[src/rtl/sdram_line_fetcher_if.sv]
// Bundle of the fetcher's control, Avalon-MM read-master and pixel-stream signals.
// The master modport is the fetcher's view; the slave modport is the view of
// whatever drives the control inputs, the Avalon slave and the pixel sink.
interface sdram_line_fetcher_if #(
    parameter int ADDR_W = 25
);
    logic              start;
    logic [ADDR_W-1:0] base_addr;
    logic              busy;
    logic              done;
    logic [ADDR_W-1:0] avm_address;
    logic              avm_read;
    logic              avm_waitrequest;
    logic [15:0]       avm_readdata;
    logic              avm_readdatavalid;
    logic [15:0]       pix_data;
    logic              pix_valid;
    logic              pix_ready;

    modport master (
        input  start, base_addr, avm_waitrequest, avm_readdata, avm_readdatavalid, pix_ready,
        output busy, done, avm_address, avm_read, pix_data, pix_valid
    );

    modport slave (
        output start, base_addr, avm_waitrequest, avm_readdata, avm_readdatavalid, pix_ready,
        input  busy, done, avm_address, avm_read, pix_data, pix_valid
    );
endinterface

[src/rtl/sdram_line_fetcher.sv]
// Scanline fetcher: issues pipelined single-word Avalon reads for one line of
// 16-bit pixels, buffers returns in a show-ahead FIFO and streams them out.
// A read is only issued when the FIFO has room for it plus every read still in
// flight, so returned data can always be stored.
module sdram_line_fetcher #(
    parameter int ADDR_W      = 25,
    parameter int LINE_WORDS  = 640,
    parameter int FIFO_DEPTH  = 64,
    parameter int MAX_PENDING = 8
) (
    input  logic                   clk_clk,
    input  logic                   reset_reset,
    sdram_line_fetcher_if.master   bus
);
    localparam int CNT_W  = $clog2(LINE_WORDS + 1);
    localparam int PEND_W = $clog2(MAX_PENDING + 1);
    localparam int PTR_W  = $clog2(FIFO_DEPTH);
    localparam int FCNT_W = $clog2(FIFO_DEPTH + 1);
    localparam int SUM_W  = ((FCNT_W > PEND_W) ? FCNT_W : PEND_W) + 1;

    localparam logic [CNT_W-1:0]  LINE_END  = CNT_W'(LINE_WORDS);
    localparam logic [CNT_W-1:0]  LINE_LAST = CNT_W'(LINE_WORDS - 1);
    localparam logic [PEND_W-1:0] PEND_MAX  = PEND_W'(MAX_PENDING);
    localparam logic [SUM_W-1:0]  DEPTH_S   = SUM_W'(FIFO_DEPTH);

    typedef enum logic [1:0] {
        IDLE,
        FETCH,
        DRAIN
    } state_t;

    state_t              state_reg, state_next;
    logic [ADDR_W-1:0]   base_reg, base_next;
    logic [CNT_W-1:0]    issue_cnt_reg, issue_cnt_next;
    logic [CNT_W-1:0]    ret_cnt_reg, ret_cnt_next;
    logic [CNT_W-1:0]    out_cnt_reg, out_cnt_next;
    logic [PEND_W-1:0]   pending_reg, pending_next;
    logic [FCNT_W-1:0]   fifo_count_reg, fifo_count_next;
    logic [PTR_W-1:0]    wr_ptr_reg, rd_ptr_reg;
    logic                done_reg, done_next;

    logic [15:0]         fifo_mem [FIFO_DEPTH];

    logic                fifo_empty;
    logic                fifo_room;
    logic                accept;
    logic                ret;
    logic                pop;

    // Issue qualification: the FIFO must hold everything already buffered plus
    // everything still in flight plus this new read.
    assign fifo_empty = (fifo_count_reg == '0);
    assign fifo_room  = (SUM_W'(fifo_count_reg) + SUM_W'(pending_reg)) < DEPTH_S;

    assign bus.avm_read    = (state_reg == FETCH) && (issue_cnt_reg < LINE_END)
                             && (pending_reg < PEND_MAX) && fifo_room;
    // Counters only move on acceptance, so the address holds while stalled.
    assign bus.avm_address = base_reg + ADDR_W'({issue_cnt_reg, 1'b0});

    assign accept = bus.avm_read && !bus.avm_waitrequest;
    // Returns with nothing outstanding (stale data after reset) are discarded.
    assign ret    = bus.avm_readdatavalid && (pending_reg != '0);
    assign pop    = !fifo_empty && bus.pix_ready;

    assign bus.pix_valid = !fifo_empty;
    assign bus.pix_data  = fifo_empty ? 16'h0000 : fifo_mem[rd_ptr_reg];
    assign bus.busy      = (state_reg != IDLE);
    assign bus.done      = done_reg;

    // Next-state and counter update logic for the line sequencer.
    always_comb begin
        state_next      = state_reg;
        base_next       = base_reg;
        issue_cnt_next  = issue_cnt_reg + CNT_W'(accept);
        ret_cnt_next    = ret_cnt_reg + CNT_W'(ret);
        out_cnt_next    = out_cnt_reg + CNT_W'(pop);
        pending_next    = pending_reg + PEND_W'(accept) - PEND_W'(ret);
        fifo_count_next = fifo_count_reg + FCNT_W'(ret) - FCNT_W'(pop);
        done_next       = 1'b0;

        case (state_reg)
            IDLE: begin
                if (bus.start) begin
                    state_next     = FETCH;
                    base_next      = bus.base_addr & ~ADDR_W'(1);
                    issue_cnt_next = '0;
                    ret_cnt_next   = '0;
                    out_cnt_next   = '0;
                    pending_next   = '0;
                end
            end
            FETCH: begin
                if (accept && (issue_cnt_reg == LINE_LAST)) begin
                    state_next = DRAIN;
                end
            end
            DRAIN: begin
                // Look at next-cycle values so done lands one cycle after the last pixel.
                if ((pending_next == '0) && (fifo_count_next == '0) && (out_cnt_next == LINE_END)) begin
                    state_next = IDLE;
                    done_next  = 1'b1;
                end
            end
            default: begin
                state_next = IDLE;
            end
        endcase
    end

    // Control state, counters and FIFO pointers with asynchronous reset.
    always_ff @(posedge clk_clk or posedge reset_reset) begin
        if (reset_reset) begin
            state_reg      <= IDLE;
            base_reg       <= '0;
            issue_cnt_reg  <= '0;
            ret_cnt_reg    <= '0;
            out_cnt_reg    <= '0;
            pending_reg    <= '0;
            fifo_count_reg <= '0;
            wr_ptr_reg     <= '0;
            rd_ptr_reg     <= '0;
            done_reg       <= 1'b0;
        end else begin
            state_reg      <= state_next;
            base_reg       <= base_next;
            issue_cnt_reg  <= issue_cnt_next;
            ret_cnt_reg    <= ret_cnt_next;
            out_cnt_reg    <= out_cnt_next;
            pending_reg    <= pending_next;
            fifo_count_reg <= fifo_count_next;
            wr_ptr_reg     <= wr_ptr_reg + PTR_W'(ret);
            rd_ptr_reg     <= rd_ptr_reg + PTR_W'(pop);
            done_reg       <= done_next;
        end
    end

    // FIFO storage: write-only clocked array, read combinationally at the head.
    always_ff @(posedge clk_clk) begin
        if (ret) begin
            fifo_mem[wr_ptr_reg] <= bus.avm_readdata;
        end
    end
endmodule

[src/flat_wrapper.sv]
// flat-port wrapper written by rule: the top's interface ports become plain ports
module sdram_line_fetcher_flat 
#(
    parameter int ADDR_W      = 25,
    parameter int LINE_WORDS  = 640,
    parameter int FIFO_DEPTH  = 64,
    parameter int MAX_PENDING = 8
)
  (clk_clk, reset_reset, bus_start, bus_base_addr, bus_avm_waitrequest, bus_avm_readdata, bus_avm_readdatavalid, bus_pix_ready, bus_busy, bus_done, bus_avm_address, bus_avm_read, bus_pix_data, bus_pix_valid);
  sdram_line_fetcher_if #(.ADDR_W(ADDR_W)) bus_i ();
  input  logic clk_clk;
  input  logic reset_reset;
  input wire logic [$bits(bus_i.start)-1:0] bus_start;
  input wire logic [$bits(bus_i.base_addr)-1:0] bus_base_addr;
  input wire logic [$bits(bus_i.avm_waitrequest)-1:0] bus_avm_waitrequest;
  input wire logic [$bits(bus_i.avm_readdata)-1:0] bus_avm_readdata;
  input wire logic [$bits(bus_i.avm_readdatavalid)-1:0] bus_avm_readdatavalid;
  input wire logic [$bits(bus_i.pix_ready)-1:0] bus_pix_ready;
  output wire logic [$bits(bus_i.busy)-1:0] bus_busy;
  output wire logic [$bits(bus_i.done)-1:0] bus_done;
  output wire logic [$bits(bus_i.avm_address)-1:0] bus_avm_address;
  output wire logic [$bits(bus_i.avm_read)-1:0] bus_avm_read;
  output wire logic [$bits(bus_i.pix_data)-1:0] bus_pix_data;
  output wire logic [$bits(bus_i.pix_valid)-1:0] bus_pix_valid;
  assign bus_i.start = bus_start;
  assign bus_i.base_addr = bus_base_addr;
  assign bus_i.avm_waitrequest = bus_avm_waitrequest;
  assign bus_i.avm_readdata = bus_avm_readdata;
  assign bus_i.avm_readdatavalid = bus_avm_readdatavalid;
  assign bus_i.pix_ready = bus_pix_ready;
  assign bus_busy = bus_i.busy;
  assign bus_done = bus_i.done;
  assign bus_avm_address = bus_i.avm_address;
  assign bus_avm_read = bus_i.avm_read;
  assign bus_pix_data = bus_i.pix_data;
  assign bus_pix_valid = bus_i.pix_valid;
  sdram_line_fetcher #(.ADDR_W(ADDR_W), .LINE_WORDS(LINE_WORDS), .FIFO_DEPTH(FIFO_DEPTH), .MAX_PENDING(MAX_PENDING)) u_core (.clk_clk(clk_clk), .reset_reset(reset_reset), .bus(bus_i));
endmodule
[config.mk]
export PLATFORM = sky130hd
export DESIGN_NAME = sdram_line_fetcher_flat
export DESIGN_NICKNAME = d
export VERILOG_FILES = /design/src/rtl/sdram_line_fetcher_if.sv /design/src/rtl/sdram_line_fetcher.sv /design/src/flat_wrapper.sv
export SDC_FILE = /design/constraint.sdc
export NUM_CORES = 1
export LEC_CHECK = 0
export CAP_MARGIN = 20
export CORE_ASPECT_RATIO = 0.75
export CORE_MARGIN = 2
export CORE_UTILIZATION = 60
export CTS_BUF_LIST = sky130_fd_sc_hd__clkbuf_8
export DETAILED_ROUTE_END_ITERATION = 7
export PLACE_DENSITY = 0.77
export SETUP_SLACK_MARGIN = 0.05
export SLEW_MARGIN = 10
export SYNTH_ARGS = -nofsm -noshare
export SYNTH_HDL_FRONTEND = slang
export SYNTH_SLANG_ARGS = --single-unit
[constraint.sdc]
create_clock -name clk_clk -period 5.65 [get_ports clk_clk]
set_input_delay 0.565 -clock clk_clk [delete_from_list [all_inputs] [get_ports clk_clk]]
set_output_delay 0.565 -clock clk_clk [all_outputs]
set_load 0.05 [all_outputs]
==> impl_metrics.ini <==
[outcome]
status = complete, no violations

[hold_path]
worst_hold_startpoint = bus_avm_readdata[2]
min_to = u_core.fifo_mem[14][2]
worstHoldPathCells = 1
hold_class = primary input to flip-flop

[clocking]
clkTransAtPathRegs_ns = 0.06
cts_buffer_depth = 3
htreeDepth = 4
clock-sinks = 1094
numCtsBuffers = 158
insertion_delay_ns = 0.83
ctsHoldBuffers = 0
cts.repair.resized = 0
ctsRootBufferMaster = clkbuf_8
cts_setup_buffers = 0
tritoncts = built

[logic_synthesis]
ys_top_cells_by_area = edfxtp_1 71%, mux4_2 15%, dfrtp_1 4.0%, ha_1 1.0%, nor2_1 0.98%
synth_simple_gate_area_share = 0.0346
synth_compound_area_frac = 0.0227
syn_avg_cell_area_um2 = 20.8
ys.warnings.count = 0
synthAdderAreaFrac = 0.0114
ys_seq_elements = 1094
synth_fp_nets = 2179
synth.most_common_cell = edfxtp_1
synth_area_mm2 = 0.0435
synthTopCellsByCount = 1024 x edfxtp_1, 290 x mux4_2, 114 x nor2_1
synth_mux_area_frac = 0.160
synth_cells = 2094
synth_top_family_by_area = multiplexers
async_flop_share = 0.0640
dominantRegCellSynth = edfxtp_1
ys_types = 65
synth_top_cell_area_share = 0.707
seq_area_frac_synth = 0.747
yosys.area.top_type = edfxtp_1
synth_xor_xnor_area_share = 0.00966
synth_edf_count = 1024

[finish]
areaGrowthSynthToFinish_pct = 12.5
finalNonFillerCells = 3438
final_area_mm2 = 0.0489
largest_reg_flops = 1024
fin_nets = 2435
drive_above_1_share = 0.266
nFillCells = 4432

[setup_path]
cp_data_arrival_time_ns = 4.74
reg2reg_from = u_core.fifo_count_reg[1]
cp-end-kind = primary output
r2r-end = u_core.state_reg[1]
r2r_setup_slack_ns = 1.58
r2r_cells = 13
worstPathRequired_ns = 5.09
crit_type = flip-flop to primary output
crit_path_start_kind = flip-flop
critPathMaxFanout = 16

[sta]
max_slew_margin = 0.323
fmax_mhz = 189
finalSetupTns_ns = 0
worst_slew_pin_slew_ns = 1.02
final-hold-violation-count = 0
final.period_utilization = 0.939
fin_skew_ns = 0.0377
rsz0062_at_grt = false
setup_viol = 0
min_period_ns = 5.30
finalMaxSlewViolations = 0

[power_and_ir_drop]
combPwrFrac = 0.360
leakagePower_nw = 16.1
p_sw_w = 0.00851
p_per_area_mw_per_mm2 = 497
ir_drop_uv = 666
p_total_w = 0.0243
p_sw_frac = 0.350
internal_power_w = 0.0158
seqPwrFrac = 0.403
clkPwrFrac = 0.237

[global_route]
overflow = 0
grt_usage = 0.269
grt_pass1_vias = 22363
grt_max_degree = 77
grt_pass1_wl_mm = 145
antenna_found_initial = 5

[die]
initial_core_util = 0.606
io_pins = 92
rows = 85
fp.dieW_um = 315
core_mm2 = 0.0718
dieArea_mm2 = 0.0747
die_y_um = 237

[routing]
post-route-drc-count = 0
wl_per_cell_um = 28.4
vias_per_cell = 6.47
wirelength_mm = 97.5
antenna_left = 0
num_vias = 22240
drt_first_pass_iters = 5
drt-initial-drc-count = 2952

[place]
io_buffers = 89
placed_area_mm2 = 0.0458
dp_hpwl_mm = 57.4
gp_congestion = 0.838
dp.cells = 3139

[flow_run]
maxCapViolCount = 0
[cell usage in the layout (no fill, tap or decap), types with 33 or more instances in the layout]
cell | netlist | layout
edfxtp_1 | 1024 | 1024
nor2b_1 | 34 | 34
inv_1 | 35 | 86
nor2_1 | 114 | 113
nand2_1 | 36 | 36
mux2_2 | 33 | 33
clkinv_1 | 0 | 45
mux4_2 | 290 | 290
buf_4 | 19 | 95
clkbuf_8 | 0 | 166
dfrtp_1 | 70 | 66
ha_1 | 35 | 35
clkdlybuf4s50_1 | 0 | 73
[final cells by class]
class | count | area, um2 | share of cell area
Antenna cell | 1 | 2.50 | 0.0000512
Clock inverter | 124 | 592 | 0.0121
Multi-Input combinational cell | 865 | 10400 | 0.212
Tap cell | 957 | 1200 | 0.0245
Sequential cell | 1094 | 32500 | 0.665
Clock buffer | 166 | 2280 | 0.0467
Timing Repair Buffer | 196 | 1830 | 0.0374
Inverter | 35 | 131 | 0.00269
[worst max-delay path: stages (launching register included)]
cell and delay [ns]:
dfrtp_1 0.38, inv_1 0.07, ha_1 0.20, nor4b_2 0.18, nand2_1 0.30, nand2_1 0.61, nor2_1 0.48, o21ai_0 0.25
a21oi_1 0.51, clkdlybuf4s50_1 0.93
[worst max-delay path by stage]
stage                                        start             endpoint  slack, ns  cells after the start
after global placement        u_core.rd_ptr_reg[0]      bus_pix_data[4]       1.18                      8
after global routing          u_core.rd_ptr_reg[2]      bus_pix_data[6]       0.15                      6
final                     u_core.fifo_count_reg[2]     bus_pix_data[13]       0.35                      9
after CTS                     u_core.rd_ptr_reg[0]      bus_pix_data[4]       0.27                      8
after floorplan           u_core.fifo_count_reg[1]  u_core.state_reg[1]       2.10                     12
after detailed placement      u_core.rd_ptr_reg[0]      bus_pix_data[4]       1.16                      8
[per-layer routing]
layer | track usage | wire length [um]
met1 | 0.407 | 39600
met2 | 0.393 | 44800
met3 | 0.0675 | 11000
met4 | 0.0887 | 2030
met5 | 0 | 27
[stage by stage]
stage	setup slack, ns	utilization	hold slack (ns)
CTS	0.268	0.679	0.286
floorplan	2.10	-	0.454
detailed placement	1.16	0.639	0.469
global placement	1.18	0.639	0.473
finish	0.347	0.681	0.128
global route	0.145	0.681	0.117
[power groups by stage]
stage                     registers [W]  clock network [W]  logic, W
after detailed placement        0.00995                  0   0.00868
after floorplan                 0.00965                  0   0.00609
final                           0.00979            0.00576   0.00874
after global placement          0.00992                  0   0.00853
after CTS                       0.00979            0.00586   0.00873
after global routing            0.00984            0.00622   0.00921
[kinds of logic after synthesis]
family | count (synthesis)
AOI/OAI and AO/OA | 152
buffers and inverters | 135
and+or+nand+nor | 299
DFF | 1094
muxes | 327
other | 1
adders and majority gates | 38
xor gates and xnor gates | 48
Note: power is estimated with default switching activity, not from simulation.
